==> src/rtl/frame_buf_ctrl_if.sv <==
// ---------------------------------------------------------------------------
// frame_buf_ctrl_if
// Bundles the signals of frame_buf_ctrl: two 4-bit pixel streams (left and
// right valid/data/ready), the shared buffer write port (wen/waddr/wdata) and
// the SAD core handshake (start/bank/done).
//   modport slave  : the controller side (accepts streams, drives buffer/SAD)
//   modport master : the environment side (stream sources, buffer, SAD core)
// ---------------------------------------------------------------------------
interface frame_buf_ctrl_if #(
  parameter int BUF_ADDR_WIDTH = 32
) ();
  logic                      l_wvalid;
  logic [3:0]                l_wdata;
  logic                      l_wready;
  logic                      r_wvalid;
  logic [3:0]                r_wdata;
  logic                      r_wready;
  logic                      mem_wen;
  logic [BUF_ADDR_WIDTH-1:0] mem_waddr;
  logic [3:0]                mem_wdata;
  logic                      sad_start;
  logic                      sad_bank;
  logic                      sad_done;

  modport slave (
    input  l_wvalid, l_wdata, r_wvalid, r_wdata, sad_done,
    output l_wready, r_wready, mem_wen, mem_waddr, mem_wdata, sad_start, sad_bank
  );

  modport master (
    output l_wvalid, l_wdata, r_wvalid, r_wdata, sad_done,
    input  l_wready, r_wready, mem_wen, mem_waddr, mem_wdata, sad_start, sad_bank
  );
endinterface

==> src/rtl/frame_buf_ctrl.sv <==
// ---------------------------------------------------------------------------
// frame_buf_ctrl
// Ping-pong frame buffer controller for the stereo SAD pipeline. Left and right
// 4-bit mean-pixel streams are arbitrated round-robin onto one buffer write
// port. Two banks each hold one left and one right frame; when a bank holds a
// complete pair the SAD engine is started on it, and the bank is freed again
// on sad_done.
// Ports:
//   clk    : sole clock
//   rst_n  : asynchronous active-low reset
//   bus    : frame_buf_ctrl_if.slave
//            l_/r_ wvalid,wdata,wready : pixel streams (ready is combinational,
//                                        independent of the stream's own valid)
//            mem_wen/waddr/wdata       : registered buffer write, 1 cycle after
//                                        the handshake
//            sad_start/sad_bank/sad_done : SAD core handshake
// Address map: region = bank*2 + side (left 0, right 1),
//              address = region*FRAME_PIXELS + pixel count of that side.
// ---------------------------------------------------------------------------
module frame_buf_ctrl #(
  parameter int CAMERA_HSIZE   = 100,
  parameter int CAMERA_VSIZE   = 100,
  parameter int BUF_ADDR_WIDTH = 32
) (
  input  logic             clk,
  input  logic             rst_n,
  frame_buf_ctrl_if.slave  bus
);

  localparam int FRAME_PIXELS = CAMERA_HSIZE * CAMERA_VSIZE;
  localparam int CNT_W        = (FRAME_PIXELS > 1) ? $clog2(FRAME_PIXELS) : 1;
  localparam logic [CNT_W-1:0]          CNT_LAST = CNT_W'(FRAME_PIXELS - 1);
  localparam logic [BUF_ADDR_WIDTH-1:0] FP_A     = BUF_ADDR_WIDTH'(FRAME_PIXELS);

  typedef enum logic [1:0] {
    S_IDLE  = 2'd0,
    S_START = 2'd1,
    S_WAIT  = 2'd2
  } sched_e;

  // done_q[b][s]: side s finished writing bank b
  logic [1:0][1:0]     done_q;
  logic [1:0]          busy_q;
  logic                l_wb_q, r_wb_q;
  logic [CNT_W-1:0]    l_cnt_q, r_cnt_q;
  logic                last_q;          // 0: left granted last, 1: right
  logic                rb_q;
  sched_e              state_q, state_d;
  logic                set_busy, release_bank;

  logic                l_ok, r_ok, l_hs, r_hs;

  logic                      wen_p1;
  logic [BUF_ADDR_WIDTH-1:0] waddr_p1;
  logic [3:0]                wdata_p1;

  function automatic logic [BUF_ADDR_WIDTH-1:0] wr_addr(
    input logic             bank,
    input logic             side,
    input logic [CNT_W-1:0] cnt
  );
    return BUF_ADDR_WIDTH'({bank, side}) * FP_A + BUF_ADDR_WIDTH'(cnt);
  endfunction

  // A side may write when its current bank is neither pending nor being read.
  assign l_ok = !done_q[l_wb_q][0] && !busy_q[l_wb_q];
  assign r_ok = !done_q[r_wb_q][1] && !busy_q[r_wb_q];

  // Round-robin: yield to the other side only if it was not granted last and
  // is actually competing this cycle.
  assign bus.l_wready = l_ok && (last_q || !bus.r_wvalid || !r_ok);
  assign bus.r_wready = r_ok && (!last_q || !bus.l_wvalid || !l_ok);

  assign l_hs = bus.l_wvalid && bus.l_wready;
  assign r_hs = bus.r_wvalid && bus.r_wready;

  // Stream side state: pixel counters, write banks and arbitration pointer
  always_ff @(posedge clk or negedge rst_n) begin
    if (!rst_n) begin
      l_cnt_q <= '0;
      r_cnt_q <= '0;
      l_wb_q  <= 1'b0;
      r_wb_q  <= 1'b0;
      last_q  <= 1'b1;
    end else begin
      if (l_hs) begin
        last_q <= 1'b0;
        if (l_cnt_q == CNT_LAST) begin
          l_cnt_q <= '0;
          l_wb_q  <= ~l_wb_q;
        end else begin
          l_cnt_q <= l_cnt_q + CNT_W'(1);
        end
      end
      if (r_hs) begin
        last_q <= 1'b1;
        if (r_cnt_q == CNT_LAST) begin
          r_cnt_q <= '0;
          r_wb_q  <= ~r_wb_q;
        end else begin
          r_cnt_q <= r_cnt_q + CNT_W'(1);
        end
      end
    end
  end

  // Bank state. The released bank is always busy, so no side can complete a
  // frame into it in the same cycle; set and clear never collide.
  always_ff @(posedge clk or negedge rst_n) begin
    if (!rst_n) begin
      done_q <= '0;
      busy_q <= '0;
    end else begin
      if (set_busy) begin
        busy_q[rb_q] <= 1'b1;
      end
      if (release_bank) begin
        busy_q[rb_q] <= 1'b0;
        done_q[rb_q] <= 2'b00;
      end
      if (l_hs && (l_cnt_q == CNT_LAST)) begin
        done_q[l_wb_q][0] <= 1'b1;
      end
      if (r_hs && (r_cnt_q == CNT_LAST)) begin
        done_q[r_wb_q][1] <= 1'b1;
      end
    end
  end

  // SAD scheduler
  always_ff @(posedge clk or negedge rst_n) begin
    if (!rst_n) begin
      state_q <= S_IDLE;
      rb_q    <= 1'b0;
    end else begin
      state_q <= state_d;
      if (release_bank) begin
        rb_q <= ~rb_q;
      end
    end
  end

  always_comb begin
    state_d      = state_q;
    set_busy     = 1'b0;
    release_bank = 1'b0;
    case (state_q)
      S_IDLE: begin
        if (done_q[rb_q] == 2'b11) begin
          state_d = S_START;
        end
      end
      S_START: begin
        set_busy = 1'b1;
        state_d  = S_WAIT;
      end
      S_WAIT: begin
        if (bus.sad_done) begin
          release_bank = 1'b1;
          state_d      = S_IDLE;
        end
      end
      default: state_d = S_IDLE;
    endcase
  end

  assign bus.sad_start = (state_q == S_START);
  assign bus.sad_bank  = rb_q;

  // Stage p1: registered buffer write (at most one grant per cycle)
  always_ff @(posedge clk or negedge rst_n) begin
    if (!rst_n) begin
      wen_p1   <= 1'b0;
      waddr_p1 <= '0;
      wdata_p1 <= '0;
    end else begin
      wen_p1 <= l_hs || r_hs;
      if (l_hs) begin
        waddr_p1 <= wr_addr(l_wb_q, 1'b0, l_cnt_q);
        wdata_p1 <= bus.l_wdata;
      end else if (r_hs) begin
        waddr_p1 <= wr_addr(r_wb_q, 1'b1, r_cnt_q);
        wdata_p1 <= bus.r_wdata;
      end
    end
  end

  assign bus.mem_wen   = wen_p1;
  assign bus.mem_waddr = waddr_p1;
  assign bus.mem_wdata = wdata_p1;

endmodule

==> src/flat_wrapper.sv <==
// flat-port wrapper written by rule: the top's interface ports become plain ports
module frame_buf_ctrl_flat 
#(
  parameter int CAMERA_HSIZE   = 100,
  parameter int CAMERA_VSIZE   = 100,
  parameter int BUF_ADDR_WIDTH = 32
)
  (clk, rst_n, bus_l_wvalid, bus_l_wdata, bus_r_wvalid, bus_r_wdata, bus_sad_done, bus_l_wready, bus_r_wready, bus_mem_wen, bus_mem_waddr, bus_mem_wdata, bus_sad_start, bus_sad_bank);
  frame_buf_ctrl_if #(.BUF_ADDR_WIDTH(BUF_ADDR_WIDTH)) bus_i ();
  input  logic clk;
  input  logic rst_n;
  input wire logic [$bits(bus_i.l_wvalid)-1:0] bus_l_wvalid;
  input wire logic [$bits(bus_i.l_wdata)-1:0] bus_l_wdata;
  input wire logic [$bits(bus_i.r_wvalid)-1:0] bus_r_wvalid;
  input wire logic [$bits(bus_i.r_wdata)-1:0] bus_r_wdata;
  input wire logic [$bits(bus_i.sad_done)-1:0] bus_sad_done;
  output wire logic [$bits(bus_i.l_wready)-1:0] bus_l_wready;
  output wire logic [$bits(bus_i.r_wready)-1:0] bus_r_wready;
  output wire logic [$bits(bus_i.mem_wen)-1:0] bus_mem_wen;
  output wire logic [$bits(bus_i.mem_waddr)-1:0] bus_mem_waddr;
  output wire logic [$bits(bus_i.mem_wdata)-1:0] bus_mem_wdata;
  output wire logic [$bits(bus_i.sad_start)-1:0] bus_sad_start;
  output wire logic [$bits(bus_i.sad_bank)-1:0] bus_sad_bank;
  assign bus_i.l_wvalid = bus_l_wvalid;
  assign bus_i.l_wdata = bus_l_wdata;
  assign bus_i.r_wvalid = bus_r_wvalid;
  assign bus_i.r_wdata = bus_r_wdata;
  assign bus_i.sad_done = bus_sad_done;
  assign bus_l_wready = bus_i.l_wready;
  assign bus_r_wready = bus_i.r_wready;
  assign bus_mem_wen = bus_i.mem_wen;
  assign bus_mem_waddr = bus_i.mem_waddr;
  assign bus_mem_wdata = bus_i.mem_wdata;
  assign bus_sad_start = bus_i.sad_start;
  assign bus_sad_bank = bus_i.sad_bank;
  frame_buf_ctrl #(.CAMERA_HSIZE(CAMERA_HSIZE), .CAMERA_VSIZE(CAMERA_VSIZE), .BUF_ADDR_WIDTH(BUF_ADDR_WIDTH)) u_core (.clk(clk), .rst_n(rst_n), .bus(bus_i));
endmodule
==> config.mk <==
export PLATFORM = sky130hd
export DESIGN_NAME = frame_buf_ctrl_flat
export DESIGN_NICKNAME = d
export VERILOG_FILES = /design/src/rtl/frame_buf_ctrl_if.sv /design/src/rtl/frame_buf_ctrl.sv /design/src/flat_wrapper.sv
export SDC_FILE = /design/constraint.sdc
export NUM_CORES = 1
export LEC_CHECK = 0
export ABC_AREA = 1
export CAP_MARGIN = 25
export CORE_MARGIN = 1
export CORE_UTILIZATION = 56
export DETAILED_ROUTE_END_ITERATION = 8
export PLACE_DENSITY = 0.86
export SLEW_MARGIN = 40
export SYNTH_ARGS = -nofsm -noshare
export SYNTH_HDL_FRONTEND = slang
export SYNTH_SLANG_ARGS = --single-unit
==> constraint.sdc <==
create_clock -name clk -period 2.11 [get_ports clk]
set_input_delay 0.422 -clock clk [delete_from_list [all_inputs] [get_ports clk]]
set_output_delay 0.422 -clock clk [all_outputs]
set_load 0.01 [all_outputs]
==> out/summary.txt, run 1 <==
Cell Area, Placed - 0.00446 mm²
Post-Synth Adder-Cell Area - 3.59%
Slowest CP cell - dfrtp_1
R2R cell count - 10
Final GP Congestion - 0.964
Pre-Repair DR Iteration Count - 5
WL/cell - 14.0 µm
Routed WL - 10.0 mm
Multi-input gate area - 0.00209 mm²
Register bit total from synthesis - 61
Vias/cell - 5.42
CTS tree - yes
Final setup viols - 0
GRT Util Overall - 29.3%
FILL cells - 549
Height of the die - 87.0 µm
Die Width - 87.0 µm
CTS sink count - 61
Vias in the first global route - 3675
Layout cell share with drive strength beyond 1 - 8.41%
DP HPWL - 7.47 mm
Die area - 0.00756 mm²
First-pass GRT wire length - 17.2 mm
Input/output buffers - 37
H-tree depth - 3
Buffers & Inverters on Critical Path - 2
Detailed Route Iter0 Violations - 289
Clock transition at path regs - 0.08 ns
Netlist cell types - 33
Type of the worst setup path - reg -> out
Top-area cell type share of the netlist area - 37.1%
Pwr Density - 1150 mW/mm²
Hold slack - 0.0893 ns
VDD IR max - 0.495 mV
Area Growth Syn to Fin - 15.5%
Status - complete, no violations
ANT cells - 0
DRC - 0
Storage cell area - 0.00153 mm²
Post-route design area - 0.00467 mm²
CP arrival - 1.57 ns
Synth warn - 0
CP Capture Type - output port
Clock Latency Late Sink - 0.35 ns
Slew HR - 58.1%
Final hold viol count - 0
Register area share after synthesis - 37.8%
Ports - 54
Startpoint types - flip-flop
Syn avg cell area - 7.11 µm²
Largest cells by area after synthesis - dfrtp_1 37%, nand2_1 18%, nand3_1 5.6%, inv_1 5.4%, o21ai_0 4.5%
Syn Std Cell Area - 0.00404 mm²
Clk root buf - clkbuf_8
Yosys top cell by area - dfrtp_1
Num rows - 30
XOR/XNOR Fraction of Synth Area - 4.33%
Overall power - 5350 µW
Final #Nets - 637
Mux cell area share after synthesis - 0%
Routed Antenna Nets - 0
Initial core utilization - 58.9%
Max stage delay on crit path - 0.41 ns
Layout Skew - 0.0114 ns
Total core area - 0.00687 mm²
Largest net degree at the start of global routing - 36
CP most frequent cell - nand2_1
Via count - 3867
Worst hold path class - in -> async
Total congestion overflow - 0
RSZ-0062 raised after global routing - no
Fmax - 0.501 GHz
Final period utilization - 94.6%
Simple-gate area share of the yosys netlist - 36.1%
Stages on worst setup path - 7
MaxCap Viol Count - 0
LEAKAGE - 0.00234 µW
Slew @ Worst Pin - 0.628 ns
Synth Flop Type - dfrtp_1
Fraction of registers with async set/reset - 100%
Largest family of logic cells by synthesized area - simple AND/OR/NAND/NOR gates
Compound-Gate Fraction of Synth Area - 6.22%
Initial antenna violation count - 0
CP Max Fanout - 3
Req. time, crit path - 1.69 ns
Period minus WS final - 2.00 ns
Top cell family by delay on the critical path - simple AND/OR/NAND/NOR gates
Cell Chain, Critical Path - nor2_1 -> nand2_1 -> nand2_2 -> nand3_2 -> nand2_1 -> inv_1 -> dlygate4sd2_1
Num CTS Buffers - 9
Slew Viols, Final - 0
Clk buf depth - 2
Gate Count Post-Synth - 569
EDFF count, synth - 0
==> synthesized netlist by cell type (all sizes together) (2+ instances only) <==
library cell,n
clkbuf,2
nand2,200
nand3,48
nor2,50
nor4,4
a21oi,5
nand4,19
ha,10
dfrtp,60
inv,62
nor3,11
o211ai,2
o21ai,38
o22ai,2
xor2,20
buf,31
==> kinds of logic (layout without fill, tap and decap cells) <==
kind of cell,Yosys count,in the layout
AO/OA/AOI/OAI,48,48
flip-flops,61,61
other,1,16
adder cells (fa/ha/maj),11,11
XOR/XNOR,20,20
buffers and inverters,95,129
AND/OR/NAND/NOR,333,333
==> routing by layer <==
layer  global-route usage [%]  up-vias  share of wire [%]
li1                         -     1877                  -
met1                     37.9     1798                 42
met4                     10.9        0                2.4
met2                     48.7      162                 49
met3                     5.88       30                6.7
met5                        0        -                  0
==> layout make-up <==
| class | instances | area share [%] |
|---|---|---|
| Multi-Input combinational cell | 428 | 44.8 |
| Inverter | 62 | 5.04 |
| Clock inverter | 7 | 1.63 |
| Tap cell | 96 | 2.57 |
| Timing Repair Buffer | 51 | 10.6 |
| Sequential cell | 61 | 32.7 |
| Clock buffer | 9 | 2.65 |
==> cell usage in the layout, fill, tap and decap left out, types with 3 or more instances in the layout <==
master / n
nand2_1: 195
dfrtp_1: 59
inv_1: 58
nor2_1: 46
nand3_1: 45
o21ai_0: 36
clkdlybuf4s50_1: 34
xor2_1: 20
nand4_1: 19
conb_1: 16
buf_4: 12
nor3_1: 10
ha_1: 10
clkbuf_8: 9
a21oi_1: 5
nor4_1: 4
inv_2: 3
nand2_4: 3
nor2_2: 3
clkinv_4: 3
==> final timing paths <==
| path | slack (ns) | to | start |
|---|---|---|---|
| worst min register to register | 0.46 | u_core.state_q[0]$_DFFE_PN0P_ | u_core.state_q[0]$_DFFE_PN0P_ |
| min in group clk | 0.46 | u_core.state_q[0]$_DFFE_PN0P_ | u_core.state_q[0]$_DFFE_PN0P_ |
| worst max-delay path | 0.11 | bus_r_wready | u_core.done_q[0]$_DFF_PN0_ |
| worst max register to register | 0.16 | u_core.bus.mem_waddr[12]$_DFFE_PN0P_ | u_core.r_cnt_q[4]$_DFFE_PN0P_ |
| worst min-delay path | 0.09 | u_core.state_q[0]$_DFFE_PN0P_ | rst_n |
| max in group asynchronous | 1.41 | u_core.bus.mem_wdata[2]$_DFFE_PN0P_ | rst_n |
==> state kept, by name, indices dropped and copies added, names as in the netlist, named ones only <==
| signal | count |
|---|---|
| u_core.bus.mem_waddr | 16 |
| u_core.bus.mem_wdata | 4 |
| u_core.bus.mem_wen | 1 |
| u_core.bus.sad_bank | 1 |
| u_core.done_q | 4 |
| u_core.l_cnt_q | 14 |
| u_core.l_wb_q | 1 |
| u_core.last_q | 1 |
| u_core.r_cnt_q | 14 |
| u_core.r_wb_q | 1 |
| u_core.state_q | 2 |
==> timing repair <==
item                       4_1_cts  5_1_grt
hold buffers                     0        0
setup endpoints to repair        2        0
setup buffers                    1        0
gates resized for setup          4        0
==> where the power goes <==
part           leakage, µW  switching (µW)  internal [µW]
registers         0.000790             426           1580
logic              0.00145            1340            943
clock network    0.0000954             507            548
==> metrics by stage <==
step | setup slack, ns | TNS (ns) | utilization (%) | instances
after global placement | -0.0252 | -0.0252 | 65.0 | 697
after global routing | 0.00177 | 0 | 68.0 | 714
after floorplan | 0.463 | 0 | - | 584
final | 0.114 | 0 | 68.0 | 714
after CTS | 0.109 | 0 | 68.0 | 714
after detailed placement | -0.0727 | -0.111 | 65.0 | 697
(Power assumes the default switching activity.)
==> inputs of run 2 (changes only) <==
Settings changed: ABC_AREA 1 to unset, CORE_UTILIZATION 56 to 55, CTS_CLUSTER_SIZE set to 30.
==> run 2 against run 1 <==
Net effect:
- routed wire length fell by 12%
- core utilization fell by 0.53 points
- hold slack got worse by 0.072 ns
- count of clock-buffer cells in the layout rose by 5
- total power fell by 33%
- sequential share of layout area rose by 3.0 points
- die area fell by 9.1%
- worst setup slack got worse by 0.030 ns
- register-to-register slack got worse by 0.06 ns
- cell area fell by 8.3%
- via count fell by 18%
- clock power fell by 17%
==> out/summary.txt, run 2 <==
Final #Nets - 470 (was 637)
Largest family of logic cells by synthesized area - simple AND/OR/NAND/NOR gates (unchanged)
R2R cell count - 5 (was 10)
ANT cells - 0 (unchanged)
Via count - 3171 (was 3867)
Pre-Repair DR Iteration Count - 5 (unchanged)
Reg2reg start - u_core.r_cnt_q[11]$_DFFE_PN0P_ (was u_core.r_cnt_q[4]$_DFFE_PN0P_)
Reg2Reg Setup Slack - 0.10 ns (was 0.16 ns)
Period minus WS final - 2.03 ns (was 2.00 ns)
WL/cell - 16.6 µm (was 14.0 µm)
Detailed Route Iter0 Violations - 250 (was 289)
Synth Flop Type - dfrtp_1 (unchanged)
Gate Count Post-Synth - 392 (was 569)
First-pass GRT wire length - 14.3 mm (was 17.2 mm)
Total core area - 0.00635 mm² (was 0.00687 mm²)
Final hold viol count - 0 (unchanged)
Post-CTS Setup Bufs - 0 (was 1)
Type of the worst setup path - reg -> out (unchanged)
Vias/cell - 6.01 (was 5.42)
Final setup viols - 0 (unchanged)
Layout Skew - 0.00715 ns (was 0.0114 ns)
Height of the die - 82.9 µm (was 87.0 µm)
Total congestion overflow - 0 (unchanged)
DP HPWL - 6.45 mm (was 7.47 mm)
Max reg flops - 16 (unchanged)
Largest cells by area after synthesis - dfrtp_1 42%, nand2_1 4.9%, xnor2_1 4.6%, nor2_1 3.9%, buf_4 3.5% (was dfrtp_1 37%, nand2_1 18%, nand3_1 5.6%, inv_1 5.4%, o21ai_0 4.5%)
Routed WL - 8.79 mm (was 10.0 mm)
Setup WS post-layout - 0.0840 ns (was 0.114 ns)
Clock transition at path regs - 0.07 ns (was 0.08 ns)
DRC - 0 (unchanged)
FILL cells - 459 (was 549)
Final period utilization - 96.0% (was 94.6%)
CP arrival - 1.60 ns (was 1.57 ns)
Slew Viols, Final - 0 (unchanged)
Num rows - 29 (was 30)
Largest net degree at the start of global routing - 38 (was 36)
Top-area cell type share of the netlist area - 41.7% (was 37.1%)
Syn avg cell area - 9.19 µm² (was 7.11 µm²)
Yosys top cell by area - dfrtp_1 (unchanged)
GRT Util Overall - 26.1% (was 29.3%)
Ports - 54 (unchanged)
Worst hold path class - in -> async (unchanged)
Area Growth Syn to Fin - 18.9% (was 15.5%)
Startpoint types - flip-flop (unchanged)
Simple-gate area share of the yosys netlist - 20.7% (was 36.1%)
Final GP Congestion - 0.877 (was 0.964)
CP Max Fanout - 5 (was 3)
Vias in the first global route - 2996 (was 3675)
Slew @ Worst Pin - 0.582 ns (was 0.628 ns)
Most common cell in the netlist - dfrtp_1 (was nand2_1)
Cell Area, Placed - 0.00411 mm² (was 0.00446 mm²)
Input/output buffers - 37 (unchanged)
VDD IR max - 0.488 mV (was 0.495 mV)
Compound-Gate Fraction of Synth Area - 17.0% (was 6.22%)
Most frequent cells in the layout - 59 x dfrtp_1, 47 x nand2_1, 37 x nor2_1 (was 195 x nand2_1, 59 x dfrtp_1, 58 x inv_1)
CTS tree - yes (unchanged)
XOR/XNOR Fraction of Synth Area - 6.32% (was 4.33%)
Post-Place Worst Slack - -0.237 ns (was -0.0727 ns)
EDFF count, synth - 0 (unchanged)
CP Capture Type - output port (unchanged)
Overall power - 3570 µW (was 5350 µW)
Post-route design area - 0.00428 mm² (was 0.00467 mm²)
Most frequent cells after synthesis - 60 x dfrtp_1, 47 x nand2_1, 37 x nor2_1 (was 195 x nand2_1, 60 x dfrtp_1, 58 x inv_1)
Register bit total from synthesis - 61 (unchanged)
Syn Std Cell Area - 0.00360 mm² (was 0.00404 mm²)
Die area - 0.00688 mm² (was 0.00756 mm²)
Die Width - 82.9 µm (was 87.0 µm)
H-tree depth - 3 (unchanged)
Fraction of registers with async set/reset - 100% (unchanged)
R2R Path End - u_core.r_cnt_q[3]$_DFFE_PN0P_ (was u_core.bus.mem_waddr[12]$_DFFE_PN0P_)
Synth warn - 0 (unchanged)
Initial antenna violation count - 0 (unchanged)
Slew HR - 60.9% (was 58.1%)
Hold slack - 0.0169 ns (was 0.0893 ns)
Pwr Density - 834 mW/mm² (was 1150 mW/mm²)
Register area share after synthesis - 42.4% (was 37.8%)
Post-Synth Adder-Cell Area - 4.03% (was 3.59%)
Req. time, crit path - 1.69 ns (about the same)
Layout cell share with drive strength beyond 1 - 13.3% (was 8.41%)
Clock Latency Late Sink - 0.35 ns (about the same)
Clk buf depth - 2 (unchanged)
Clk root buf - clkbuf_8 (unchanged)
Leading cell type in the layout, fill and taps excluded - dfrtp_1 (was nand2_1)
MaxCap Viol Count - 0 (unchanged)
RSZ-0062 raised after global routing - no (unchanged)
CTS sink count - 61 (unchanged)
Fmax - 0.494 GHz (was 0.501 GHz)
Num CTS Buffers - 9 (unchanged)
Initial core utilization - 56.7% (was 58.9%)
LEAKAGE - 0.00187 µW (was 0.00234 µW)
Routed Antenna Nets - 0 (unchanged)
Status - complete, no violations (unchanged)
Netlist cell types - 58 (was 33)
Mux cell area share after synthesis - 1.98% (was 0%)
[run 2: changes by cell type after synthesis, moves of 10 or more]
cell     previous run  this run
nand2_1           195        47
nor2_1             47        37
inv_1              58         6
a21oi_1             5        19
xor2_1             20         7
o21ai_0            36        25
nand3_1            45        14
xnor2_1             0        19
a31oi_1             0        10
nand4_1            19         9
[run 2: metrics by stage]
stage               setup TNS, ns  utilization (%)  cells
detailed placement          -3.28             64.8    512
global route                    0             67.5    528
global placement           -0.853             64.8    512
CTS                             0             67.3    528
floorplan                       0                -    407
finish                          0             67.5    528
[run 2: final cells by class]
cell class,instances,area [µm²],share of cell area (%)
multi-input combinational,303,1890,44.1
inverter,6,22.5,0.526
clock buffer,14,143,3.33
clock inverter,2,10.0,0.234
tap,77,96.3,2.25
sequential,61,1530,35.7
timing repair buffer,65,594,13.9
[run 2: kinds of logic (layout without fill, tap and decap cells)]
logic type,after synthesis,in the layout
xor gates and xnor gates,26,26
adders and majority gates,11,11
muxes,7,7
and+or+nand+nor,147,147
other,1,16
DFF,61,61
buffers and inverters,43,87
AOI/OAI and AO/OA,96,96
[run 2: report_power, final]
group | leakage (µW) | switching, µW | total, µW | internal, µW
Sequential | 0.000778 | 205 | 1590 | 1390
Combinational | 0.00101 | 563 | 1110 | 546
Clock | 0.0000784 | 445 | 870 | 425
Total | 0.00187 | 1210 | 3570 | 2360
[run 2: timing repair]
action	4_1_cts	5_1_grt
gates resized for setup	3	7
hold buffers	0	0
pin swaps	0	0
endpoints found under the setup margin	2	7
hold endpoints to repair	0	0
[run 2: worst max-delay path by stage]
| stage | from | slack [ns] | end |
|---|---|---|---|
| 3_3_place_gp | bus_r_wvalid | -0.21 | bus_l_wready |
| 4_1_cts | u_core.done_q[0]$_DFF_PN0_ | 0.007 | bus_r_wready |
| 5_1_grt | u_core.l_wb_q$_DFFE_PN0P_ | 0.004 | bus_r_wready |
| 6_report | u_core.state_q[1]$_DFFE_PN0P_ | 0.08 | bus_sad_start |
| 3_5_place_dp | bus_r_wvalid | -0.24 | bus_l_wready |
| 2_1_floorplan | u_core.r_wb_q$_DFFE_PN0P_ | 0.15 | u_core.bus.mem_waddr[13]$_DFFE_PN0P_ |
[run 2: worst max-delay path, stage by stage (launching register included)]
cell             delay [ns]
dfrtp_1                0.42
nand2b_1               0.19
inv_1                  0.10
clkdlybuf4s50_1        0.54
[run 2: routing by layer]
metal  vias to the layer above  global-route usage [%]  wire (µm)
met4                         0                    11.0        222
met5                         -                       0          0
met1                      1548                    33.2       3680
met2                       120                    43.4       4410
li1                       1480                       -          -
met3                        23                    5.47        478
==> inputs of run 3 (changes only) <==
Settings changed: CAP_MARGIN 25 to 20, CORE_UTILIZATION 55 to 30, PLACE_DENSITY 0.86 to 0.54.
==> run 3 against run 2 <==
Net effect:
- the run now ends with DRC left
- via count shrank 3.2%
- sequential share of layout area decreased by 2.6 points
- hold slack improved by 0.44 ns
- clock power grew 89%
- flip-flop and latch count unchanged
- critical endpoint is now u_core.r_cnt_q[13]$_DFFE_PN0P_
==> out/summary.txt, run 3 (synthesis results as in run 2) <==
DRC - 4 (was 0)
GRT Util Overall - 15.5% (was 26.1%)
Num rows - 39 (was 29)
Clk pwr share - 37.5% (was 24.3%)
Pwr Density - 948 mW/mm² (was 834 mW/mm²)
Reg2Reg Setup Slack - 0.1 ns (was 0.10 ns)
H-tree depth - 3 (unchanged)
Post-CTS Setup Bufs - 0 (unchanged)
Height of the die - 112 µm (was 82.9 µm)
Cell Area, Placed - 0.00426 mm² (was 0.00411 mm²)
VDD IR max - 0.459 mV (was 0.488 mV)
NetSw - 1370 µW (was 1210 µW)
Max reg flops - 16 (unchanged)
CP arrival - 2.22 ns (was 1.60 ns)
Startpoint types - flip-flop (unchanged)
Num CTS Buffers - 9 (unchanged)
Post-Place Worst Slack - -0.252 ns (was -0.237 ns)
Reg2reg start - u_core.r_cnt_q[11]$_DFFE_PN0P_ (unchanged)
Via count - 3071 (was 3171)
Slew HR - 64.9% (was 60.9%)
RSZ-0062 raised after global routing - no (unchanged)
Clock Latency Late Sink - 0.33 ns (was 0.35 ns)
Slew Viols, Final - 0 (unchanged)
First-pass GRT wire length - 15.3 mm (was 14.3 mm)
Layout Skew - 0.0103 ns (was 0.00715 ns)
Routed Antenna Nets - 0 (unchanged)
Layout cell share with drive strength beyond 1 - 15.6% (was 13.3%)
Fmax - 0.497 GHz (was 0.494 GHz)
Leading cell type in the layout, fill and taps excluded - dfrtp_1 (unchanged)
MaxCap Viol Count - 0 (unchanged)
Type of the worst setup path - reg -> reg (was reg -> out)
Worst hold path class - in -> async (unchanged)
Largest net degree at the start of global routing - 35 (was 38)
Vias in the first global route - 2952 (was 2996)
Final hold viol count - 0 (unchanged)
Die area - 0.0125 mm² (was 0.00688 mm²)
R2R cell count - 5 (unchanged)
Setup WS post-layout - 0.0995 ns (was 0.0840 ns)
Comb power frac - 25.8% (was 31.0%)
Post-route design area - 0.00461 mm² (was 0.00428 mm²)
Status - complete, but fails checks (was complete, no violations)
Input/output buffers - 37 (unchanged)
Clock transition at path regs - 0.06 ns (was 0.07 ns)
CTS sink count - 61 (unchanged)
DP HPWL - 6.73 mm (was 6.45 mm)
Req. time, crit path - 2.32 ns (was 1.69 ns)
Pre-Repair DR Iteration Count - 7 (was 5)
Final GP Congestion - 0.820 (was 0.877)
LEAKAGE - 0.00198 µW (was 0.00187 µW)
ANT cells - 0 (unchanged)
Final #Nets - 475 (was 470)
Reg power frac - 36.7% (was 44.6%)
R2R Path End - u_core.r_cnt_q[13]$_DFFE_PN0P_ (was u_core.r_cnt_q[3]$_DFFE_PN0P_)
Routed WL - 9.30 mm (was 8.79 mm)
Detailed Route Iter0 Violations - 214 (was 250)
Initial core utilization - 31.1% (was 56.7%)
Vias/cell - 5.13 (was 6.01)
Die Width - 112 µm (was 82.9 µm)
Clk root buf - clkbuf_16 (was clkbuf_8)
Final setup viols - 0 (unchanged)
Period minus WS final - 2.01 ns (was 2.03 ns)
Most frequent cells in the layout - 59 x dfrtp_1, 47 x nand2_1, 37 x nor2_1 (unchanged)
CP Capture Type - flip-flop (was output port)
Area Growth Syn to Fin - 28.1% (was 18.9%)
Clk buf depth - 2 (unchanged)
Total congestion overflow - 0 (unchanged)
CP Max Fanout - 5 (unchanged)
CTS tree - yes (unchanged)
Initial antenna violation count - 0 (unchanged)
Failing checks - DRC
Power Internal - 3010 µW (was 2360 µW)
Total core area - 0.0116 mm² (was 0.00635 mm²)
Hold slack - 0.459 ns (was 0.0169 ns)
Final period utilization - 95.3% (was 96.0%)
Slew @ Worst Pin - 0.523 ns (was 0.582 ns)
WL/cell - 15.5 µm (was 16.6 µm)
Switching share of power - 31.2% (was 34.0%)
Ports - 54 (unchanged)
[run 3: cell types whose count changed in the layout (fill, tap and decap cells not counted), moves of 2 or more]
cell | before | now
buf_4 | 26 | 28
clkbuf_8 | 9 | 0
clkinv_4 | 0 | 2
buf_12 | 2 | 4
clkbuf_1 | 5 | 0
bufinv_16 | 0 | 2
clkbuf_16 | 0 | 9
[run 3: final cells by class]
type                            count  area (µm²)
Tap cell                          143         179
Timing Repair Buffer               70         659
Fill cell                        1141        6950
Clock inverter                      7        98.8
Sequential cell                    61        1530
Multi-Input combinational cell    303        1900
Clock buffer                        9         225
Inverter                            6        22.5
[run 3: worst max-delay path: stages (launching register included)]
cell and delay [ns]:
dfrtp_1 0.37, or4_4 0.56, nor4_4 0.49, nand3_2 0.26, nand2_1 0.13, mux2i_1 0.08
[run 3: power by group through the flow]
stage | clock network, µW | registers, µW | logic, µW
5_1_grt | 1710 | 1640 | 1240
6_report | 1640 | 1610 | 1130
4_1_cts | 1670 | 1600 | 1140
3_3_place_gp | 0 | 1620 | 1120
3_5_place_dp | 0 | 1620 | 1130
2_1_floorplan | 0 | 1610 | 601
[run 3: worst max path at each step]
stage	startpoint	endpoint	slack [ns]	depth (start not counted)
after floorplan	u_core.r_wb_q$_DFFE_PN0P_	u_core.bus.mem_waddr[13]$_DFFE_PN0P_	0.15	8
after global placement	bus_r_wvalid	bus_l_wready	-0.23	5
after global routing	u_core.r_cnt_q[11]$_DFFE_PN0P_	u_core.r_cnt_q[9]$_DFFE_PN0P_	0.01	5
final	u_core.r_cnt_q[11]$_DFFE_PN0P_	u_core.r_cnt_q[13]$_DFFE_PN0P_	0.1	5
after CTS	bus_r_wvalid	bus_l_wready	0.002	5
after detailed placement	bus_r_wvalid	bus_l_wready	-0.25	5
[run 3: layer usage]
layer / global-route usage, % / vias to the layer above / part of all wire [%]
met4: 5.77 / 0 / 2.4
met5: 0 / - / 0
met2: 23.5 / 86 / 45
met3: 3.16 / 19 / 4.1
li1: - / 1495 / -
met1: 21.7 / 1471 / 49
[run 3: stage by stage]
stage | util [%] | instances | TNS (ns) | power [µW]
floorplan | - | 407 | 0 | 2210
global placement | 36.8 | 582 | -2.71 | 2740
detailed placement | 36.8 | 582 | -3.46 | 2750
CTS | 39.8 | 599 | 0 | 4410
global route | 39.9 | 599 | 0 | 4600
finish | 39.9 | 599 | 0 | 4380
[run 3: repair_timing]
item,4_1_cts,5_1_grt
gates resized for setup,4,6
hold endpoints to repair,3,0
hold buffers,1,0
endpoints found under the setup margin,2,7
gates cloned,0,0
